`config.mk`:
```
export PLATFORM = sky130hd
export DESIGN_NAME = alu_issue_flat
export DESIGN_NICKNAME = d
export VERILOG_FILES = /design/src/rtl/alu_issue_if.sv /design/src/rtl/alu_issue.sv /design/src/flat_wrapper.sv
export SDC_FILE = /design/constraint.sdc
export NUM_CORES = 1
export LEC_CHECK = 0
export CAP_MARGIN = 10
export CORE_UTILIZATION = 50
export CTS_BUF_LIST = sky130_fd_sc_hd__clkbuf_4
export CTS_CLUSTER_SIZE = 16
export DETAILED_ROUTE_END_ITERATION = 10
export PLACE_DENSITY = 0.9
export SLEW_MARGIN = 20
export SYNTH_ARGS = -nofsm -noshare
export SYNTH_HDL_FRONTEND = slang
export SYNTH_SLANG_ARGS = --single-unit
```
`constraint.sdc`:
```
create_clock -name clk -period 5.9 [get_ports clk]
set_clock_uncertainty 0.1 [all_clocks]
set_input_delay 0.885 -clock clk [delete_from_list [all_inputs] [get_ports clk]]
set_output_delay 0.885 -clock clk [all_outputs]
set_load 0.02 [all_outputs]
```
`src/rtl/alu_issue_if.sv`:
```
// Handshake bundle between the ALU issue stage, its upstream decoder and the ALU.
// The upstream and ALU sides use the master modport; the issue stage uses the slave modport.
interface alu_issue_if #(
    parameter int XLEN = 32
);
    logic            in_valid;
    logic            in_ready;
    logic [31:0]     in_instr;
    logic [XLEN-1:0] in_rs1_val;
    logic [XLEN-1:0] in_rs2_val;
    logic            out_valid;
    logic            out_ready;
    logic [XLEN-1:0] out_a;
    logic [XLEN-1:0] out_b;
    logic [3:0]      out_op;
    logic [4:0]      out_rd;
    logic            out_illegal;
    logic            wb_valid;
    logic [4:0]      wb_rd;

    modport master (
        output in_valid, in_instr, in_rs1_val, in_rs2_val, out_ready,
        input  in_ready, out_valid, out_a, out_b, out_op, out_rd, out_illegal, wb_valid, wb_rd
    );

    modport slave (
        input  in_valid, in_instr, in_rs1_val, in_rs2_val, out_ready,
        output in_ready, out_valid, out_a, out_b, out_op, out_rd, out_illegal, wb_valid, wb_rd
    );
endinterface

```
`src/rtl/alu_issue.sv`:
```
// RV32I OP/OP-IMM issue stage: decodes on acceptance into a 2-entry skid buffer
// and presents the oldest entry to the ALU, with a one-cycle-late writeback tag.
module alu_issue #(
    parameter int XLEN = 32
) (
    input  logic       clk,
    input  logic       rst,
    alu_issue_if.slave bus
);
    typedef enum logic [3:0] {
        OP_ADD  = 4'd0, OP_SUB = 4'd1, OP_SLT = 4'd2, OP_SLTU = 4'd3, OP_XOR = 4'd4,
        OP_OR   = 4'd5, OP_AND = 4'd6, OP_SLL = 4'd7, OP_SRL  = 4'd8, OP_SRA = 4'd9
    } alu_op_e;

    typedef enum logic [1:0] {EMPTY, ONE, FULL} state_e;

    typedef struct packed {
        logic [XLEN-1:0] a;
        logic [XLEN-1:0] b;
        alu_op_e         op;
        logic [4:0]      rd;
        logic            illegal;
    } entry_t;

    localparam logic [6:0] OPC_OP     = 7'b0110011;
    localparam logic [6:0] OPC_OP_IMM = 7'b0010011;
    localparam logic [6:0] F7_BASE    = 7'b0000000;
    localparam logic [6:0] F7_ALT     = 7'b0100000;

    logic [6:0]      opcode;
    logic [6:0]      funct7;
    logic [2:0]      funct3;
    logic            is_op;
    logic            is_imm;
    logic            is_shift;
    logic            alt;
    logic            legal;
    logic [4:0]      shamt;
    logic [XLEN-1:0] imm_sext;
    alu_op_e         op_sel;
    entry_t          in_dec;
    logic            unused_rs1_field;

    state_e state_q;
    entry_t head_q;
    entry_t tail_q;
    logic   in_ready_q;
    logic   out_valid_q;
    logic   wb_valid_q;
    logic   [4:0] wb_rd_q;
    logic   accept;
    logic   fire;

    assign opcode           = bus.in_instr[6:0];
    assign funct3           = bus.in_instr[14:12];
    assign funct7           = bus.in_instr[31:25];
    assign unused_rs1_field = ^bus.in_instr[19:15];
    assign is_op            = (opcode == OPC_OP);
    assign is_imm           = (opcode == OPC_OP_IMM);
    assign is_shift         = (funct3 == 3'b001) || (funct3 == 3'b101);
    assign alt              = (funct7 == F7_ALT);
    assign shamt            = is_op ? bus.in_rs2_val[4:0] : bus.in_instr[24:20];
    assign imm_sext         = {{(XLEN-12){bus.in_instr[31]}}, bus.in_instr[31:20]};

    // NOTE: every always_comb output gets a default first so no path leaves it unassigned (no latch).
    always_comb begin
        op_sel = OP_ADD;
        legal  = 1'b0;
        in_dec = '0;
        case (funct3)
            3'b000:  op_sel = (is_op && alt) ? OP_SUB : OP_ADD;
            3'b001:  op_sel = OP_SLL;
            3'b010:  op_sel = OP_SLT;
            3'b011:  op_sel = OP_SLTU;
            3'b100:  op_sel = OP_XOR;
            3'b101:  op_sel = alt ? OP_SRA : OP_SRL;
            3'b110:  op_sel = OP_OR;
            default: op_sel = OP_AND;
        endcase
        if (is_op) begin
            legal = (funct7 == F7_BASE) || (alt && (funct3 == 3'b000 || funct3 == 3'b101));
        end else if (is_imm) begin
            legal = !is_shift || (funct7 == F7_BASE) || (alt && funct3 == 3'b101);
        end
        // Illegal entries keep the all-zero default payload with only the flag set.
        if (legal) begin
            in_dec.a  = bus.in_rs1_val;
            in_dec.b  = is_shift ? {{(XLEN-5){1'b0}}, shamt} : (is_op ? bus.in_rs2_val : imm_sext);
            in_dec.op = op_sel;
            in_dec.rd = bus.in_instr[11:7];
        end else begin
            in_dec.illegal = 1'b1;
        end
    end

    assign accept = bus.in_valid & in_ready_q;
    assign fire   = out_valid_q & bus.out_ready;

    // NOTE: both skid entries are reset, since the head drives the outputs directly and the tail
    // is promoted into the head; sequential state uses non-blocking assignments only.
    always_ff @(posedge clk or posedge rst) begin
        if (rst) begin
            state_q     <= EMPTY;
            head_q      <= '0;
            tail_q      <= '0;
            in_ready_q  <= 1'b0;
            out_valid_q <= 1'b0;
            wb_valid_q  <= 1'b0;
            wb_rd_q     <= '0;
        end else begin
            wb_valid_q <= 1'b0;
            if (fire && !head_q.illegal && head_q.rd != 5'd0) begin
                wb_valid_q <= 1'b1;
                wb_rd_q    <= head_q.rd;
            end
            case (state_q)
                EMPTY: begin
                    in_ready_q <= 1'b1;
                    if (accept) begin
                        head_q      <= in_dec;
                        out_valid_q <= 1'b1;
                        state_q     <= ONE;
                    end
                end
                ONE: begin
                    if (accept && fire) begin
                        head_q <= in_dec;
                    end else if (accept) begin
                        tail_q     <= in_dec;
                        in_ready_q <= 1'b0;
                        state_q    <= FULL;
                    end else if (fire) begin
                        out_valid_q <= 1'b0;
                        state_q     <= EMPTY;
                    end
                end
                FULL: begin
                    if (fire) begin
                        head_q     <= tail_q;
                        in_ready_q <= 1'b1;
                        state_q    <= ONE;
                    end
                end
                default: state_q <= EMPTY;
            endcase
        end
    end

    assign bus.in_ready    = in_ready_q;
    assign bus.out_valid   = out_valid_q;
    assign bus.out_a       = head_q.a;
    assign bus.out_b       = head_q.b;
    assign bus.out_op      = head_q.op;
    assign bus.out_rd      = head_q.rd;
    assign bus.out_illegal = head_q.illegal;
    assign bus.wb_valid    = wb_valid_q;
    assign bus.wb_rd       = wb_rd_q;
endmodule

```
`src/flat_wrapper.sv`:
```
// flat-port wrapper written by rule: the top's interface ports become plain ports
module alu_issue_flat 
#(
    parameter int XLEN = 32
)
  (clk, rst, bus_in_valid, bus_in_instr, bus_in_rs1_val, bus_in_rs2_val, bus_out_ready, bus_in_ready, bus_out_valid, bus_out_a, bus_out_b, bus_out_op, bus_out_rd, bus_out_illegal, bus_wb_valid, bus_wb_rd);
  alu_issue_if #(.XLEN(XLEN)) bus_i ();
  input  logic clk;
  input  logic rst;
  input wire logic [$bits(bus_i.in_valid)-1:0] bus_in_valid;
  input wire logic [$bits(bus_i.in_instr)-1:0] bus_in_instr;
  input wire logic [$bits(bus_i.in_rs1_val)-1:0] bus_in_rs1_val;
  input wire logic [$bits(bus_i.in_rs2_val)-1:0] bus_in_rs2_val;
  input wire logic [$bits(bus_i.out_ready)-1:0] bus_out_ready;
  output wire logic [$bits(bus_i.in_ready)-1:0] bus_in_ready;
  output wire logic [$bits(bus_i.out_valid)-1:0] bus_out_valid;
  output wire logic [$bits(bus_i.out_a)-1:0] bus_out_a;
  output wire logic [$bits(bus_i.out_b)-1:0] bus_out_b;
  output wire logic [$bits(bus_i.out_op)-1:0] bus_out_op;
  output wire logic [$bits(bus_i.out_rd)-1:0] bus_out_rd;
  output wire logic [$bits(bus_i.out_illegal)-1:0] bus_out_illegal;
  output wire logic [$bits(bus_i.wb_valid)-1:0] bus_wb_valid;
  output wire logic [$bits(bus_i.wb_rd)-1:0] bus_wb_rd;
  assign bus_i.in_valid = bus_in_valid;
  assign bus_i.in_instr = bus_in_instr;
  assign bus_i.in_rs1_val = bus_in_rs1_val;
  assign bus_i.in_rs2_val = bus_in_rs2_val;
  assign bus_i.out_ready = bus_out_ready;
  assign bus_in_ready = bus_i.in_ready;
  assign bus_out_valid = bus_i.out_valid;
  assign bus_out_a = bus_i.out_a;
  assign bus_out_b = bus_i.out_b;
  assign bus_out_op = bus_i.out_op;
  assign bus_out_rd = bus_i.out_rd;
  assign bus_out_illegal = bus_i.out_illegal;
  assign bus_wb_valid = bus_i.wb_valid;
  assign bus_wb_rd = bus_i.wb_rd;
  alu_issue #(.XLEN(XLEN)) u_core (.clk(clk), .rst(rst), .bus(bus_i));
endmodule
```
-- Word level (Yosys, flattened, before mapping)
Index checks and enable logic that the tools add are counted.
- bits in registers: 158
- bits in latches: 0
- RAM bits: 0
- memory bits (read-only): 0
- output and inout bits: 82
- word-level logic and storage cells: 91
- memories: 0
- $add $sub $neg: 0
- multipliers: 0
- divide/modulo/power cells: 0
- $lt $le $gt $ge: 0
- equality and inequality tests: 19
- shifts and indexed selects: 0
- muxes and demuxes: 30
- bitwise logic cells: 3
- reduce and logical (&&, ||, !) cells: 24
- operator list (kind ; count):
    2-to-1 mux 74 bit ; 3
    one-hot mux 74 bit (3 select lines) ; 1
    2-to-1 mux 73 bit ; 1
    2-to-1 mux 32 bit ; 2
    one-hot mux 4 bit (7 select lines) ; 1
    == test 7 x 6 -> 1 bit (second input constant) ; 2
    2-to-1 mux 1 bit ; 13
    AND reduction 4 bit ; 3
    2-to-1 mux 2 bit ; 5
    inequality test 2 x 1 -> 1 bit (second input constant) ; 5
    == test 3 bit (second input constant) ; 3
    == test 7 x 5 -> 1 bit (second input constant) ; 1
    zero test 7 bit ; 1
    == test 3 x 2 -> 1 bit (second input constant) ; 2
    logical AND 1 bit ; 6
    one-hot mux 2 bit (3 select lines) ; 1
    logical OR 1 bit ; 5
    2-to-1 mux 5 bit ; 1
    AND reduction 5 bit ; 1
    nonzero test 5 bit ; 1
    inequality test 2 bit (second input constant) ; 2
    == test 3 x 1 -> 1 bit (second input constant) ; 1
    zero test 3 bit ; 1
    inequality test 3 x 1 -> 1 bit (second input constant) ; 1
    11 further kinds ; 13

-- Logic depth before layout (Yosys ltp)
- depth after elaboration: 10
- gate-level depth with buffers: 7

-- Worst setup path before layout
No wires, ideal clock.
- path kind: in2reg
- from: input port bus_in_instr[25]
- to: register u_core.head_q, in the netlist u_core.bus.out_a[12]
- arrival: 2.310 ns
- required time: 5.734 ns
- slack: 3.424 ns
- stages on the path: 6
- path through: or4_4 o32ai_4 and4_1 buf_4 buf_6 a221o_1
- cells in the longest elaborated chain, start to end: 8
- elaborated cells between the ends (all ways): 13
- those cells by class: 1 x eq/ne; 6 x mux; 6 x reduce/logical
- RTL lines (item ; RTL line ; text):
    from (decl) ; flat_wrapper.sv:11 ; input wire logic [$bits(bus_i.in_instr)-1:0] bus_in_instr;
    == test 7 x 6 -> 1 bit / zero test 7 bit (equally long branches) ; alu_issue.sv:61, alu_issue.sv:81, alu_issue.sv:83 ;
    logical AND 1 bit / logical OR 1 bit (equally long branches) ; alu_issue.sv:83 ; legal = !is_shift || (funct7 == F7_BASE) || (alt && funct3 == 3'b101);
    logical OR 1 bit ; alu_issue.sv:83 ;
    2-to-1 mux 1 bit ; alu_issue.sv:82 ; end else if (is_imm) begin
    2-to-1 mux 1 bit * ; alu_issue.sv:80 ; if (is_op) begin
    2-to-1 mux 73 bit * ; alu_issue.sv:86 ; if (legal) begin
    2-to-1 mux 74 bit, on equally long branches ; alu_issue.sv:126, alu_issue.sv:119 ;
    one-hot mux 74 bit (3 select lines) * ; alu_issue.sv:116 ; case (state_q)
    to (signal assigned) ; alu_issue.sv:120 ; head_q <= in_dec;
    to (signal assigned) ; alu_issue.sv:127 ; head_q <= in_dec;
    to (signal assigned) ; alu_issue.sv:139 ; head_q <= tail_q;
    to (decl) ; alu_issue.sv:45 ; entry_t head_q;
Every way passes the cells marked *; elsewhere a longest branch is shown, timed or not. The select of a mux whose other input is x is not followed.
A chain may end at the register's enable or synchronous reset.

-- Final worst setup path
- from: input port bus_out_ready
- to: register u_core.tail_q[35] (netlist bit)
- cells in the longest elaborated chain, start to end: 4
- RTL lines (item ; RTL line ; text):
    from (decl) ; flat_wrapper.sv:14 ; input wire logic [$bits(bus_i.out_ready)-1:0] bus_out_ready;
    bitwise AND 1 bit ; alu_issue.sv:97 ; assign fire = out_valid_q & bus.out_ready;
    logical AND 1 bit ; alu_issue.sv:126 ; if (accept && fire) begin
    NOT 1 bit (no source line) ; -- ;
    AND reduction 3 bit (no source line) ; -- ;
    to (signal assigned) ; alu_issue.sv:129 ; tail_q <= in_dec;
    to (decl) ; alu_issue.sv:46 ; entry_t tail_q;
Every way passes these cells.

==> run_results.csv <==
group,metric,value,unit
status,outcome,"complete, no violations",
die,die_area,0.0139,sq mm
synth,syn_nets,703,
sta,finalSetupTns,0,ns
synth,synth_warnings,0,
clock_tree,cts-root-buf,"clkbuf_4",
synth,ys.flop_type,"dfrtp_1",
synth,avgSynthCellArea,11.1,sq um
clock_tree,clk_pin_slew,0.13,ns
detailed_routing,drtIter0Drc,587,
placement,pre_cts_ws,1.98,ns
sta,drv_slew,0,
sta,fmax,0.297,GHz
grt,grt_pass1_vias,5997,
die,core-area,0.0128,sq mm
clock_tree,clockBufferDepth,2,
detailed_routing,routed_wl,18500,um
placement,placed_cells,909,
sta,rsz0062_at_grt,"no",
critical_path,cp_slowest_cell,"nand3_1",
clock_tree,cts_max_level,4,
critical_path,cp_data_arrival_time,3.70,ns
flow_run,drv_cap,0,
placement,hpwl,12000,um
finish,finalNetCount,856,
finish,fin_cells,941,
clock_tree,clock-sinks,158,
die,die-width,118,um
clock_tree,post_cts_buffers,0,
synth,synthArstFlopShare,100,%
placement,place.port_buffers,176,
sta,hold_viol_final,0,
pwr,p_total,3.07,mW
critical_path,crit_family,"simple AND/OR/NAND/NOR gates",
synth,yosysUniqueCellTypes,47,
finish,syn_to_final_growth,31.6,%
synth,ys_seq_area_share,59.1,%
detailed_routing,drtAntennaViolNets,0,
grt,grt_max_degree,108,
sta,setup_viol,0,
critical_path,path_class,"in -> reg",
detailed_routing,vias,5870,
sta,finalCritPeriodShare,57.2,%
placement,dpl_cell_area,0.00853,sq mm
finish,fillCellCount,932,
detailed_routing,first_pass_iters,7,
critical_path,startpoint_type,"primary input",
pwr,ir_worst_vdd,0.261,mV
pwr,power_density,348,mW/mm^2
sta,fin_crit,3.37,ns
critical_path,end_kind,"flip-flop",
die,die_h,118,um
clock_tree,cts-hold-fix-buffers,0,
sta,worst_hold_slack,0.397,ns
detailed_routing,avgViaCountPerCell,6.24,
clock_tree,post_cts_resize_count,0,
critical_path,path_cells,"clkdlybuf4s50_1 -> a21boi_2 -> nor4bb_1 -> nand3_1 -> o21ai_0",
critical_path,path_buf_inv,1,
finish,layout-drive-gt1-share,6.89,%
finish,postLayoutCellArea,0.00880,sq mm
sta,max-slew-margin-rel,27.5,%
die,rows,41,
grt,antenna_found_initial,0,
detailed_routing,routed_wire_length_per_instance,19.7,um
grt,grt_pass1_wl,30500,um
die,initial_core_util,52.2,%
critical_path,critical_path_required,6.23,ns
finish,final_util,68.7,%
sta,worstMarginPinSlew,1.08,ns
critical_path,path_max_fanout,27,
detailed_routing,drc,0,
clock_tree,cts_tree,"built",
grt,grtUsageTotal,27.8,%
grt,grt.overflow.total,0,
die,ioPinCount,182,
pwr,power.leakage,3.98,nW
min_path,holdCritPathClass,"reg -> reg",
synth,ys_ff_latch,158,
clock_tree,clock_latency,0.55,ns
sta,setup_ws,2.53,ns
synth,syn_area,0.00669,sq mm
finish,antennaDiodeCount,0,
synth,syn_inst,603,
clock_tree,numCtsBuffers,17,
synth,synth_edf_count,0,
critical_path,critPathMaxStageDelay,0.86,ns
placement,gp_congestion,0.826,
==> cells by family after synthesis <==
| kind of cell | synth area share [%] |
|---|---|
| DFF | 59.1 |
| and+or+nand+nor | 11.3 |
| AOI/OAI and AO/OA | 23.1 |
| muxes | 2.62 |
| xor gates and xnor gates | 0.131 |
| buffers and inverters | 3.74 |
==> synthesized netlist by cell type, types with 4 or more instances <==
cell type | count | area [sq um]
clkbuf_1 | 36 | 135
o21ai_1 | 6 | 30.0
buf_6 | 4 | 45.0
nand2_1 | 48 | 180
nand3b_1 | 4 | 30.0
a22o_1 | 38 | 333
o22ai_1 | 36 | 225
a21oi_1 | 59 | 295
dfrtp_1 | 158 | 3950
o21ai_0 | 34 | 170
mux2_2 | 4 | 45.0
nor2_1 | 40 | 150
mux2i_1 | 13 | 130
a221o_1 | 37 | 370
buf_2 | 8 | 40.0
and3_1 | 37 | 231
inv_1 | 4 | 15.0
==> metal layers <==
metal / vias up / global-route usage, % / routed length (um)
met5: - / 0 / 0
met4: 0 / 12.5 / 421
met1: 2959 / 35.1 / 7530
met3: 40 / 7.22 / 1540
li1: 2567 / - / -
met2: 304 / 45.0 / 9050
==> worst paths after layout <==
kind | from | endpoint | slack, ns | cells after the start
max | bus_out_ready | u_core.tail_q[35] | 2.53 | 5
min | u_core.tail_q[38] | u_core.tail_q[38] | 0.40 | 2
max reg2reg | u_core.state_q[0] | u_core.tail_q[35] | 2.86 | 4
min reg2reg | u_core.tail_q[38] | u_core.tail_q[38] | 0.40 | 2
max in group asynchronous | rst | u_core.tail_q[30] | 3.67 | 3
min in group asynchronous | rst | u_core.bus.wb_valid | 0.82 | 2
==> state kept, by name (all words and copies together), names as in the netlist <==
| name | count |
|---|---|
| u_core.state_q | 2 |
| u_core.bus.wb_valid | 1 |
| u_core.tail_q | 74 |
| u_core.bus.wb_rd | 5 |
| u_core.bus.out_valid | 1 |
| u_core.bus.in_ready | 1 |
| u_core.bus.out_a | 32 |
| u_core.bus.out_b | 32 |
| u_core.bus.out_illegal | 1 |
| u_core.bus.out_op | 4 |
| u_core.bus.out_rd | 5 |
==> worst reg2reg max path, cell delays in order, from the launching register on <==
cell and delay (ns):
dfrtp_1 0.50, a21boi_2 0.39, nor4bb_1 0.53, nand3_1 0.86
o21ai_0 0.55
==> layout by cell type, fill, tap and decap left out, drive strengths merged, types with 7 or more instances in the layout <==
| cell type | instances |
|---|---|
| dfrtp | 158 |
| clkdlybuf4s50 | 176 |
| and3 | 37 |
| nor2 | 40 |
| o22ai | 36 |
| clkbuf | 20 |
| clkinv | 7 |
| buf | 8 |
| a21oi | 59 |
| nand2 | 48 |
| o21ai | 40 |
| a22o | 38 |
| a221o | 37 |
| mux2i | 13 |
==> final cells by class <==
type	instances	area, sq um	share of cell area, %
clock inverters	12	121	1.38
repair buffers	184	1820	20.7
clock buffers	20	150	1.71
multi-input cells	391	2520	28.6
well taps	172	215	2.44
inverters	4	20.0	0.227
flip-flops and latches	158	3950	44.9
==> power by group <==
part	total, mW	internal, mW	switching (mW)
Sequential	1.34	1.23	0.106
Clock	0.633	0.260	0.373
Combinational	1.10	0.447	0.652
Power figures use the tool's default switching activity.
